<file path="src/rtl/branch_resolve_queue_pkg.sv">
// -----------------------------------------------------------------------------
// branch_resolve_queue_pkg
//   Shared definitions for the branch resolve queue: datapath width, queue
//   depth, instruction size and the layout of one queued prediction.
//   This is the single source of these constants for the predictor and fetch.
// -----------------------------------------------------------------------------
package branch_resolve_queue_pkg;

  localparam int BRQ_XLEN   = 32;                 // PC / target width
  localparam int BRQ_DEPTH  = 4;                  // entries, power of two, >= 2
  localparam int BRQ_AW     = $clog2(BRQ_DEPTH);  // index width
  localparam int INSN_BYTES = 4;                  // fall-through PC increment

  // One in-flight prediction, laid out as {pc, pred_taken, pred_target}.
  typedef struct packed {
    logic [BRQ_XLEN-1:0] pc;
    logic                pred_taken;
    logic [BRQ_XLEN-1:0] pred_target;
  } brq_entry_t;

endpackage

</file>
<file path="src/rtl/branch_resolve_queue_if.sv">
// -----------------------------------------------------------------------------
// branch_resolve_queue_if
//   Bundles the fetch push handshake, the execute resolve bus and the
//   predictor/redirect/status outputs of the branch resolve queue.
//   modport slave  : the queue itself
//   modport master : the fetch/execute side that drives pushes and resolves
// -----------------------------------------------------------------------------
interface branch_resolve_queue_if;
  import branch_resolve_queue_pkg::*;

  // push (fetch -> queue)
  logic                push_valid;
  logic                push_ready;
  logic [BRQ_XLEN-1:0] push_pc;
  logic                push_pred_taken;
  logic [BRQ_XLEN-1:0] push_pred_target;
  // resolve (execute -> queue)
  logic                res_valid;
  logic                res_taken;
  logic [BRQ_XLEN-1:0] res_target;
  // predictor update / redirect / status (queue -> outside)
  logic                upd_detected;
  logic                upd_taken;
  logic                redirect_valid;
  logic [BRQ_XLEN-1:0] redirect_pc;
  logic [BRQ_AW:0]     occupancy;
  logic                underflow_err;

  modport slave (
    input  push_valid, push_pc, push_pred_taken, push_pred_target,
    input  res_valid, res_taken, res_target,
    output push_ready,
    output upd_detected, upd_taken, redirect_valid, redirect_pc,
    output occupancy, underflow_err
  );

  modport master (
    output push_valid, push_pc, push_pred_taken, push_pred_target,
    output res_valid, res_taken, res_target,
    input  push_ready,
    input  upd_detected, upd_taken, redirect_valid, redirect_pc,
    input  occupancy, underflow_err
  );

endinterface

</file>
<file path="src/rtl/branch_resolve_queue_fifo_mem.sv">
// -----------------------------------------------------------------------------
// branch_resolve_queue_fifo_mem
//   DEPTH x entry register array with one synchronous write port and an
//   asynchronous read port used to present the head entry.
//   clk        : write clock
//   i_wr_en    : write strobe
//   i_wr_addr  : write index
//   i_wr_data  : entry to store
//   i_rd_addr  : head index
//   o_rd_data  : head entry (combinational)
// -----------------------------------------------------------------------------
module branch_resolve_queue_fifo_mem
  import branch_resolve_queue_pkg::*;
(
  input  logic              clk,
  input  logic              i_wr_en,
  input  logic [BRQ_AW-1:0] i_wr_addr,
  input  brq_entry_t        i_wr_data,
  input  logic [BRQ_AW-1:0] i_rd_addr,
  output brq_entry_t        o_rd_data
);

  brq_entry_t r_mem [BRQ_DEPTH];

  // NOTE: storage has no reset; an entry is only read after it was written,
  // because validity is tracked by the pointers in the top level.
  always_ff @(posedge clk) begin
    if (i_wr_en) r_mem[i_wr_addr] <= i_wr_data;
  end

  assign o_rd_data = r_mem[i_rd_addr];

endmodule

</file>
<file path="src/rtl/branch_resolve_queue.sv">
// -----------------------------------------------------------------------------
// branch_resolve_queue
//   In-order queue of in-flight branch predictions. Fetch pushes predicted
//   branches, execute resolves them oldest-first. Each resolve produces a
//   one-cycle predictor update strobe; a mispredict additionally produces a
//   one-cycle fetch redirect and flushes every younger entry.
//   clk   : clock, all state on posedge
//   rst_n : asynchronous active-low reset
//   bus   : push / resolve / update / redirect / status signals (slave side)
// -----------------------------------------------------------------------------
module branch_resolve_queue
  import branch_resolve_queue_pkg::*;
(
  input  logic                   clk,
  input  logic                   rst_n,
  branch_resolve_queue_if.slave  bus
);

  // Pointers carry one extra bit so full and empty are distinguishable.
  logic [BRQ_AW:0]     r_wr_ptr;
  logic [BRQ_AW:0]     r_rd_ptr;
  logic                r_upd_detected;
  logic                r_upd_taken;
  logic                r_redirect_valid;
  logic [BRQ_XLEN-1:0] r_redirect_pc;
  logic                r_underflow_err;

  logic [BRQ_AW:0]     w_occ;
  logic                w_full;
  logic                w_empty;
  logic                w_push_ready;
  logic                w_push_fire;
  logic                w_res_fire;
  logic                w_mispredict;
  logic [BRQ_XLEN-1:0] w_fix_pc;
  logic                w_wr_en;
  brq_entry_t          w_head;
  brq_entry_t          w_push_entry;

  assign w_occ        = r_wr_ptr - r_rd_ptr;
  assign w_full       = (w_occ == (BRQ_AW+1)'(BRQ_DEPTH));
  assign w_empty      = (w_occ == '0);
  // Hold off fetch during the redirect cycle: it is still on the wrong path.
  assign w_push_ready = !w_full && !r_redirect_valid;
  assign w_push_fire  = bus.push_valid && w_push_ready;
  assign w_res_fire   = bus.res_valid && !w_empty;

  assign w_push_entry = '{pc:          bus.push_pc,
                          pred_taken:  bus.push_pred_taken,
                          pred_target: bus.push_pred_target};

  // A push that coincides with a mispredict belongs to the flushed path.
  assign w_wr_en = w_push_fire && !(w_res_fire && w_mispredict);

  branch_resolve_queue_fifo_mem u_mem (
    .clk       (clk),
    .i_wr_en   (w_wr_en),
    .i_wr_addr (r_wr_ptr[BRQ_AW-1:0]),
    .i_wr_data (w_push_entry),
    .i_rd_addr (r_rd_ptr[BRQ_AW-1:0]),
    .o_rd_data (w_head)
  );

  // Outcome vs. head prediction. A not-taken outcome ignores the target.
  // NOTE: every always_comb output gets a default first so no path leaves it
  // unassigned, which would otherwise infer a latch.
  always_comb begin
    w_mispredict = 1'b0;
    w_fix_pc     = w_head.pc + BRQ_XLEN'(INSN_BYTES);
    if (w_head.pred_taken != bus.res_taken) begin
      w_mispredict = 1'b1;
    end else if (bus.res_taken && (w_head.pred_target != bus.res_target)) begin
      w_mispredict = 1'b1;
    end
    if (bus.res_taken) w_fix_pc = bus.res_target;
  end

  // NOTE: sequential state uses non-blocking assignments so every register
  // samples the pre-edge values, independent of statement order.
  always_ff @(posedge clk or negedge rst_n) begin
    if (!rst_n) begin
      r_wr_ptr         <= '0;
      r_rd_ptr         <= '0;
      r_upd_detected   <= 1'b0;
      r_upd_taken      <= 1'b0;
      r_redirect_valid <= 1'b0;
      r_redirect_pc    <= '0;
      r_underflow_err  <= 1'b0;
    end else begin
      r_upd_detected   <= w_res_fire;
      r_redirect_valid <= w_res_fire && w_mispredict;

      if (w_res_fire) begin
        r_rd_ptr    <= r_rd_ptr + 1'b1;
        r_upd_taken <= bus.res_taken;
      end

      if (w_res_fire && w_mispredict) begin
        // Flush: the queue becomes empty right behind the resolved entry.
        r_wr_ptr      <= r_rd_ptr + 1'b1;
        r_redirect_pc <= w_fix_pc;
      end else if (w_push_fire) begin
        r_wr_ptr <= r_wr_ptr + 1'b1;
      end

      if (bus.res_valid && w_empty) r_underflow_err <= 1'b1;
    end
  end

  assign bus.push_ready     = w_push_ready;
  assign bus.upd_detected   = r_upd_detected;
  assign bus.upd_taken      = r_upd_taken;
  assign bus.redirect_valid = r_redirect_valid;
  assign bus.redirect_pc    = r_redirect_pc;
  assign bus.occupancy      = w_occ;
  assign bus.underflow_err  = r_underflow_err;

endmodule
</file>
<file path="src/flat_wrapper.sv">
// flat-port wrapper written by rule: the top's interface ports become plain ports
module branch_resolve_queue_flat import branch_resolve_queue_pkg::*;
  (clk, rst_n, bus_push_valid, bus_push_pc, bus_push_pred_taken, bus_push_pred_target, bus_res_valid, bus_res_taken, bus_res_target, bus_push_ready, bus_upd_detected, bus_upd_taken, bus_redirect_valid, bus_redirect_pc, bus_occupancy, bus_underflow_err);
  branch_resolve_queue_if bus_i ();
  input  logic clk;
  input  logic rst_n;
  input wire logic [$bits(bus_i.push_valid)-1:0] bus_push_valid;
  input wire logic [$bits(bus_i.push_pc)-1:0] bus_push_pc;
  input wire logic [$bits(bus_i.push_pred_taken)-1:0] bus_push_pred_taken;
  input wire logic [$bits(bus_i.push_pred_target)-1:0] bus_push_pred_target;
  input wire logic [$bits(bus_i.res_valid)-1:0] bus_res_valid;
  input wire logic [$bits(bus_i.res_taken)-1:0] bus_res_taken;
  input wire logic [$bits(bus_i.res_target)-1:0] bus_res_target;
  output wire logic [$bits(bus_i.push_ready)-1:0] bus_push_ready;
  output wire logic [$bits(bus_i.upd_detected)-1:0] bus_upd_detected;
  output wire logic [$bits(bus_i.upd_taken)-1:0] bus_upd_taken;
  output wire logic [$bits(bus_i.redirect_valid)-1:0] bus_redirect_valid;
  output wire logic [$bits(bus_i.redirect_pc)-1:0] bus_redirect_pc;
  output wire logic [$bits(bus_i.occupancy)-1:0] bus_occupancy;
  output wire logic [$bits(bus_i.underflow_err)-1:0] bus_underflow_err;
  assign bus_i.push_valid = bus_push_valid;
  assign bus_i.push_pc = bus_push_pc;
  assign bus_i.push_pred_taken = bus_push_pred_taken;
  assign bus_i.push_pred_target = bus_push_pred_target;
  assign bus_i.res_valid = bus_res_valid;
  assign bus_i.res_taken = bus_res_taken;
  assign bus_i.res_target = bus_res_target;
  assign bus_push_ready = bus_i.push_ready;
  assign bus_upd_detected = bus_i.upd_detected;
  assign bus_upd_taken = bus_i.upd_taken;
  assign bus_redirect_valid = bus_i.redirect_valid;
  assign bus_redirect_pc = bus_i.redirect_pc;
  assign bus_occupancy = bus_i.occupancy;
  assign bus_underflow_err = bus_i.underflow_err;
  branch_resolve_queue u_core (.clk(clk), .rst_n(rst_n), .bus(bus_i));
endmodule
</file>
<file path="config.mk">
export PLATFORM = sky130hd
export DESIGN_NAME = branch_resolve_queue_flat
export DESIGN_NICKNAME = d
export VERILOG_FILES = /design/src/rtl/branch_resolve_queue_pkg.sv /design/src/rtl/branch_resolve_queue_if.sv /design/src/rtl/branch_resolve_queue_fifo_mem.sv /design/src/rtl/branch_resolve_queue.sv /design/src/flat_wrapper.sv
export SDC_FILE = /design/constraint.sdc
export NUM_CORES = 1
export LEC_CHECK = 0
export CAP_MARGIN = 20
export CORE_MARGIN = 1.5
export CORE_UTILIZATION = 56
export CTS_CLUSTER_SIZE = 20
export DETAILED_ROUTE_END_ITERATION = 10
export PLACE_DENSITY = 0.8
export SLEW_MARGIN = 40
export SYNTH_ARGS = -nofsm -noshare
export SYNTH_HDL_FRONTEND = slang
export SYNTH_SLANG_ARGS = --single-unit
</file>
<file path="constraint.sdc">
create_clock -name clk -period 6.7 [get_ports clk]
set_input_delay 1.005 -clock clk [delete_from_list [all_inputs] [get_ports clk]]
set_output_delay 1.005 -clock clk [all_outputs]
set_load 0.05 [all_outputs]
</file>
---- After elaboration in Yosys (flattened, before gate mapping) ----
Memory sizes are Yosys's and may differ from the RTL's.
Cells that the tools add are included.
operators by class
  reductions and logical operators ........ 13
  bitwise gates (word level) .............. 0
  order comparisons ....................... 0
  div/mod/pow operators ................... 0
  equality and inequality tests ........... 3
  muxes and demuxes ....................... 7
  shift operators ......................... 0
  $mul .................................... 0
  add/sub/neg operators ................... 4
operators with widths
  cell                   count
  $add 32x3->32 const B  1
  $mux 32                1
  $ne 32x32->1           1
  $logic_and 1x1->1      7
  $add 3x1->3 const B    2
  $mux 3                 2
  $logic_not 1->1        4
  $mux 1                 4
  $eq 3x3->1 const B     1
  $logic_not 3->1        1
  $sub 3x3->3            1
  $reduce_bool 2->1      1
  $ne 1x1->1             1
word-level totals
  bits of input ports ..................... 102
  RAM bits ................................ 260
  memories ................................ 1
  latch bits .............................. 0
  ROM bits ................................ 0
  register bits after elaboration ......... 42
  output and inout port bits .............. 40
  word-level logic and storage cells ...... 35
memory list
  memory              depth  width  read ports  clocked after Yosys merged registers in  write ports  RTL line                             source
  u_core.u_mem.r_mem  4      65     1           0                                        1            branch_resolve_queue_fifo_mem.sv:23  brq_entry_t r_mem [BRQ_DEPTH];

---- Depth between registers and ports, before layout ----
Gate-level depths: netlist of run 1.
An unclocked memory read counts as a cell.
  word-level depth ........................ 10
  depth in mapped cells ................... 11
  mapped depth without buffers ............ 9

---- Hierarchy ----
A second synthesis of run 1 with hierarchy kept.
second synthesis, totals
  cells, all modules ...................... 646
  area, all modules ....................... 12,572.1 um^2
modules (own cells, without submodules)
  module                         area an instance (um^2)  cells each  sequential area each (um^2)  instances
  branch_resolve_queue_fifo_mem  9,455.3                  343         7,807.5                      1
  branch_resolve_queue           3,116.7                  303         1,051.0                      1

---- Worst setup path before layout of run 1 ----
No wires, ideal clock.
  path kind ............................... register -> register
  from .................................... reg u_core.r_wr_ptr[0]
  to ...................................... mem u_core.u_mem.r_mem[3][0] (netlist name), enable pin
  path slack .............................. 0.337 ns
  data required time ...................... 6.204 ns
  period minus slack after synthesis ...... 6.363 ns
  cell stages (with the launch flop) ...... 10
  arrival ................................. 5.867 ns
  buffers on the path ..................... 1
  setup time .............................. 0.496 ns
  path through ............................ dfrtp_1 > inv_1 > ha_1 > fa_1 > xnor2_1 > a31oi_1 > and2_1 > clkbuf_1 > nand2_1 > nor2b_1
between the ends
  elaborated cells between the ends (all ways) .. 13
  those cells by class .................... add/sub: 1; eq/ne: 1; mux: 2; reduce/logical: 9
RTL lines
  item                          RTL line                             source
  from (decl)                   branch_resolve_queue.sv:20           logic [BRQ_AW:0] r_wr_ptr;
  from (signal assigned)        branch_resolve_queue.sv:100          r_wr_ptr <= r_rd_ptr + 1'b1;
  from (signal assigned)        branch_resolve_queue.sv:103          r_wr_ptr <= r_wr_ptr + 1'b1;
  $sub 3x3->3                   branch_resolve_queue.sv:40           assign w_occ = r_wr_ptr - r_rd_ptr;
  via bus_occupancy[2]          flat_wrapper.sv:19                   output wire logic [$bits(bus_i.occupancy)-1:0] bus_occupancy;
  $eq 3x3->1                    branch_resolve_queue.sv:41           assign w_full = (w_occ == (BRQ_AW+1)'(BRQ_DEPTH));
  $logic_not 1->1               branch_resolve_queue.sv:44           assign w_push_ready = !w_full && !r_redirect_valid;
  $logic_and 1x1->1             branch_resolve_queue.sv:44
  via bus_push_ready            flat_wrapper.sv:14                   output wire logic [$bits(bus_i.push_ready)-1:0] bus_push_ready;
  $logic_and 1x1->1             branch_resolve_queue.sv:45           assign w_push_fire = bus.push_valid && w_push_ready;
  $logic_and 1x1->1             branch_resolve_queue.sv:53           assign w_wr_en = w_push_fire && !(w_res_fire && w_mispredict);
  $mux 1                        branch_resolve_queue_fifo_mem.sv:28  if (i_wr_en) r_mem[i_wr_addr] <= i_wr_data;
  $mux 1 (not written as such)  branch_resolve_queue_fifo_mem.sv:28
  to (decl)                     branch_resolve_queue_fifo_mem.sv:23
The timed path passes the listed nets, and every way through them passes these cells.

---- Worst setup path after layout of run 1 ----
  from .................................... reg u_core.r_rd_ptr[1]
  to ...................................... out bus_push_ready
between the ends
  cells in the longest elaborated chain, start to end .. 4
ends and longest elaborated chain
  item                    RTL line                    source
  from (decl)             branch_resolve_queue.sv:21  logic [BRQ_AW:0] r_rd_ptr;
  from (signal assigned)  branch_resolve_queue.sv:94  r_rd_ptr <= r_rd_ptr + 1'b1;
  $sub 3x3->3             branch_resolve_queue.sv:40
  $eq 3x3->1              branch_resolve_queue.sv:41
  $logic_not 1->1         branch_resolve_queue.sv:44
  $logic_and 1x1->1       branch_resolve_queue.sv:44
  to (decl)               flat_wrapper.sv:14
Every way passes these cells.

==> out/metrics.cfg, run 1 <==
[status]
outcome=completed

[grt]
grt_pass1_wl_mm=41.92
overflow=0
antenna_found_initial=0
grt_max_degree=64
first_global_vias=7072
grt_usage_pct=23.99

[drt]
wire_per_inst_um=24.38
drtIter0Drc=427
drt_wl_total_mm=27.28
routed_via_density=5.936
firstDrtPassIters=5
via_count=6642
drc=0
drtAntennaViolNets=0

[finish]
fillers=1341
stdcell_count=1119
finalInstanceArea_um2=15240
drive_above_1_share_pct=18.83
diodes=0
finalNetCount=926
area_growth_pct=22.28

[run]
drv_cap=0

[setup_path]
crit_start=u_core.r_rd_ptr[1]
worstSetupEndpointType=output port
worst-path-max-fanout=44
reg2reg_depth=9
cp.required_ns=5.69
slowest_stage=clkdlybuf4s50_1
crit_chain=buf_4, fa_1, a31oi_1, clkdlybuf4s50_1
crit_path_max_incr_delay_ns=0.84
crit_type=flip-flop to output port
reg2reg_slack_ns=2.38
cp-endpoint=bus_push_ready
worstReg2RegEnd=u_core.u_mem.r_mem[0][16]
arrival_ns=3.60
rr_startpoint=u_core.r_rd_ptr[1]
start_kind=flip-flop

[synth]
syn-mean-instance-area_um2=18.82
synth_commonest_cells=260 x edfxtp_1, 62 x mux4_2, 48 x xnor2_1
synth-main-ff-cell=edfxtp_1
syn_nets=772
yosysMostFrequentCell=edfxtp_1
ys.warnings.count=0
synth_cell_types=45
synth_top_cell_by_area=edfxtp_1
synth_top_area_share_pct=62.66
yosysSeqAreaShare_pct=71.10
synth_edf_count=260
netlist_instances=662
synth.area.top_cells=edfxtp_1 63%, mux4_2 11%, dfrtp_1 8.4%
synth-seq-cells=302
netlist_area_um2=12460
async_reset_ff_share_pct=13.91

[sta]
layout_setup_ws_ns=2.098
hold_violations=0
period_minus_slack_ns=4.602
slew_viol_final=0
fin_skew_ns=0.01434
fin_crit_sh_pct=68.68
rsz0062_at_grt=false
slew_headroom_pct=50.34
worst_slew_pin_slew_ns=0.7449
fmax_ghz=0.2173
fin_setup_tns_ns=0
setup_violations=0

[clock_tree]
cts_tree=built
cts-resized-gates=0
cts_max_path_buffers=3
postCtsSetupBuffers=0
clk_latency_ns=0.55
clock-sinks=302
clk_pin_slew_ns=0.06
cts_buffers=30
root_buffer=clkbuf_16
htreeDepth=1
cts_hold_buf=0

[place]
hpwlAfterDp_mm=18.62
dp.cells=1064
pre_cts_ws_ns=2.377
place_area_um2=14180
io_buffers=141
place_congestion=0.9466

[floorplan]
die_y_um=152.2
initial_core_util_pct=57.09
rows=54
ioPinCount=142
core_area_um2=21820
die_w_um=152.2
dieArea_um2=23150

[pwr]
power.leakage_nw=5.109
vdd_drop_max_v=0.0002643
power.density_nw_per_um2=469.6

[min_path]
hp-class=primary input to asynchronous set/reset pin

[worst min path at each step]
stage	slack, ns	startpoint	endpoint
after global routing	0.48	u_core.bus.underflow_err	u_core.bus.underflow_err
after detailed placement	0.45	u_core.bus.underflow_err	u_core.bus.underflow_err
after global placement	0.44	u_core.bus.underflow_err	u_core.bus.underflow_err
after CTS	0.47	u_core.bus.underflow_err	u_core.bus.underflow_err
final	0.46	rst_n	u_core.bus.redirect_pc[9]
after floorplan	0.50	u_core.r_rd_ptr[2]	u_core.r_rd_ptr[2]
[state kept, by name, summed over array words and instances (netlist names)]
name	count
u_core.bus.redirect_pc	32
u_core.bus.redirect_valid	1
u_core.bus.underflow_err	1
u_core.bus.upd_detected	1
u_core.bus.upd_taken	1
u_core.r_rd_ptr	3
u_core.r_wr_ptr	3
u_core.u_mem.r_mem	260
[per-layer routing]
| metal | global-route usage, % | vias up | wire [µm] |
|---|---|---|---|
| met4 | 6.380 | 0 | 600 |
| met3 | 4.209 | 40 | 1924 |
| met1 | 31.47 | 3400 | 10740 |
| met5 | 0 | - | 0 |
| li1 | - | 2909 | - |
| met2 | 41.80 | 293 | 14020 |
[kinds of logic after synthesis]
group	after synthesis	synth area share (%)
AND/OR/NAND/NOR	102	4.368
multiplexers	107	15.29
buffers and inverters	40	1.988
AO/OA/AOI/OAI	34	1.537
flip-flops	302	71.10
adder cells (fa/ha/maj)	8	0.8636
XOR/XNOR	69	4.850
[cells in the final DEF, fill, tap and decap left out, drive strengths merged, types with 5 or more instances in the layout]
cell and count:
edfxtp 260, clkdlybuf4s50 139, mux4 63, xnor2 48
dfrtp 42, nand2 37, clkbuf 37, mux2 34
o21ai 26, xor2 21, nand3 15, nand4 13
inv 13, buf 12, mux2i 10, clkinv 10
nor2 7, ha 7, bufinv 5, nor4 5
[power by group]
group	internal (mW)	leakage [nW]	switching, mW
registers	2.48	2.85	0.221
logic	1.14	1.74	1.56
clock network	1.07	0.516	0.684
[worst max-delay path: cells and delay by family (launching register included)]
| kind | cells | cell delay, ns |
|---|---|---|
| compound gates | 1 | 0.21 |
| fa+ha+maj | 1 | 0.54 |
| buf+inv | 2 | 1.48 |
| flops | 1 | 0.81 |
[through the flow]
stage	hold slack [ns]	power [mW]	utilization, %
5_1_grt	0.4799	7.444	69.81
3_3_place_gp	0.4380	5.336	64.79
4_1_cts	0.4673	7.191	69.77
6_report	0.4555	7.155	69.81
2_1_floorplan	0.5018	4.636	-
3_5_place_dp	0.4540	5.440	64.96
[cell type report]
class	instances	area, µm²	area share, %
clock buffers	37	828.3	5.436
clock inverters	18	221.5	1.454
inverters	11	41.29	0.2710
multi-input cells	320	3382	22.20
flip-flops and latches	302	8864	58.18
well taps	280	350.3	2.299
repair buffers	151	1549	10.17
Note: power is estimated with default switching activity, not from simulation.
==> run 2, diff against run 1 <==
==> constraint.sdc (replaced) <==
create_clock -name clk -period 4.5 [get_ports clk]
set_input_delay 0.675 -clock clk [delete_from_list [all_inputs] [get_ports clk]]
set_output_delay 0.675 -clock clk [all_outputs]
set_load 0.05 [all_outputs]
==> out/metrics.cfg, run 2 (synthesis results as in run 1) <==
[finish]
regMostFlops=u_core.u_mem.r_mem  ; unchanged
largest_reg_flops=260  ; unchanged
drive_above_1_share_pct=18.70  ; was 18.83%
layout_common_cells=260 x edfxtp_1, 139 x clkdlybuf4s50_1, 62 x mux4_2  ; unchanged
finalNetCount=932  ; was 926
fillers=1337  ; was 1341
area_growth_pct=22.29  ; was 22.28%
layout_commonest_cell=edfxtp_1  ; unchanged
multi_input_area_um2=3379  ; was 3382 µm²
final-seq-area_um2=8866  ; was 8864 µm²
diodes=0  ; unchanged

[drt]
drt_wl_total_mm=27.31  ; was 27.28 mm
routed_via_density=5.969  ; was 5.936
drtIter0Drc=424  ; was 427
drc=0  ; unchanged
firstDrtPassIters=4  ; was 5
via_count=6715  ; was 6642
drtAntennaViolNets=0  ; unchanged
wire_per_inst_um=24.28  ; was 24.38 µm

[grt]
overflow=0  ; unchanged
antenna_found_initial=0  ; unchanged
grt_pass1_wl_mm=41.76  ; was 41.92 mm
grt_max_degree=43  ; was 64
grt_usage_pct=23.79  ; was 23.99%
first_global_vias=7075  ; was 7072

[place]
io_buffers=141  ; unchanged
hpwlAfterDp_mm=18.69  ; was 18.62 mm
place_congestion=0.8666  ; was 0.9466

[clock_tree]
clk_pin_slew_ns=0.06  ; about the same
cts_hold_buf=0  ; unchanged
clock-sinks=302  ; unchanged
clk_latency_ns=0.54  ; was 0.55 ns
cts_tree=built  ; unchanged
root_buffer=clkbuf_16  ; unchanged
htreeDepth=1  ; unchanged
cts-resized-gates=0  ; unchanged
cts_max_path_buffers=3  ; unchanged
postCtsSetupBuffers=0  ; unchanged
cts_buffers=29  ; was 30

[sta]
hold_violations=0  ; unchanged
period_minus_slack_ns=3.854
fin_crit_sh_pct=85.64
worst_slew_pin_slew_ns=0.5975  ; was 0.7449 ns
fin_setup_tns_ns=0  ; unchanged
slew_viol_final=0  ; unchanged
rsz0062_at_grt=false  ; unchanged
setup_violations=0  ; unchanged
fmax_ghz=0.2595
slew_headroom_pct=60.17  ; was 50.34%
fin_skew_ns=0.008520  ; was 0.01434 ns

[floorplan]
die_w_um=152.2  ; unchanged
die_y_um=152.2  ; unchanged
initial_core_util_pct=57.09  ; unchanged
dieArea_um2=23150  ; unchanged
rows=54  ; unchanged
core_area_um2=21820  ; unchanged
ioPinCount=142  ; unchanged

[setup_path]
crit_path_max_incr_delay_ns=0.79  ; was 0.84 ns
crit_chain=buf_12, mux4_2, xnor2_1, nand4_1, a21oi_1, nand4_1, o211ai_4, and3_2, buf_12  ; was buf_4, fa_1, a31oi_1, clkdlybuf4s50_1
arrival_ns=4.09  ; was 3.60 ns
slowest_stage=dfrtp_4  ; was clkdlybuf4s50_1
worstSetupEndpointType=flip-flop  ; was output port
crit_type=flip-flop to flip-flop  ; was flip-flop to output port
worst-path-max-fanout=30  ; was 44
cp.required_ns=4.73  ; was 5.69 ns
start_kind=flip-flop  ; unchanged

[min_path]
hp-class=primary input to asynchronous set/reset pin  ; unchanged

[pwr]
vdd_drop_max_v=0.0004084  ; was 0.0002643 V
p_total_mw=10.45  ; was 7.155 mW
power.leakage_nw=5.098  ; was 5.109 nW
power.density_nw_per_um2=686.1  ; was 469.6 nW/µm²

[run]
drv_cap=0  ; unchanged

[status]
outcome=completed  ; unchanged

[run 2: through the flow]
step           setup WS (ns)  instance area, µm²  util [%]  hold WS (ns)  instances
2_1_floorplan        0.09336               12470         -        0.3794        662
3_3_place_gp          0.6224               14260     65.35        0.4436       1070
3_5_place_dp          0.7134               14290     65.47        0.4456       1071
4_1_cts               0.6292               15230     69.79        0.1469       1125
5_1_grt               0.4079               15240     69.82        0.1756       1125
6_report              0.6464               15240     69.82        0.1255       1125
[run 2: cell type report]
cell class	count	share of cell area, %
clock buffers	36	4.935
clock inverters	18	1.256
inverters	11	0.2710
multi-input cells	320	22.18
flip-flops and latches	302	58.19
well taps	280	2.299
repair buffers	158	10.87
[run 2: per-layer routing]
metal  wire [µm]  part of all wire, %  vias to the layer above  global-route usage [%]
met3        1793                  6.6                       33                   3.669
met1       10890                   40                     3477                   32.33
met5           0                    0                        -                       0
li1            -                    -                     2924                       -
met2       14180                   52                      281                   41.03
met4         445                  1.6                        0                   5.502
[run 2: worst max-delay path, delay by kind of cell, from the launching register on]
| kind | cells | cell delay (ns) |
|---|---|---|
| XOR/XNOR | 1 | 0.18 |
| AND/OR/NAND/NOR | 3 | 0.89 |
| buffers and inverters | 2 | 0.55 |
| flip-flops | 1 | 0.79 |
| AO/OA/AOI/OAI | 2 | 0.53 |
| multiplexers | 1 | 0.54 |
[run 2: final timing paths]
kind	start	end	slack (ns)	cells after the start
setup / recovery	u_core.r_rd_ptr[0]	u_core.u_mem.r_mem[2][40]	0.65	9
hold / removal	rst_n	u_core.bus.underflow_err	0.13	1
setup reg to reg	u_core.r_rd_ptr[0]	u_core.u_mem.r_mem[2][40]	0.65	9
hold reg to reg	u_core.bus.underflow_err	u_core.bus.underflow_err	0.46	1
max in group asynchronous	rst_n	u_core.r_rd_ptr[1]	3.91	1
min in group clk	u_core.bus.underflow_err	u_core.bus.underflow_err	0.46	1
[run 2: power by group]
group          switching, mW  internal, mW  leakage, nW
Combinational           2.27          1.74         1.79
Sequential             0.351          3.69         2.85
Clock                  0.983          1.41        0.456
Total                   3.61          6.85         5.10
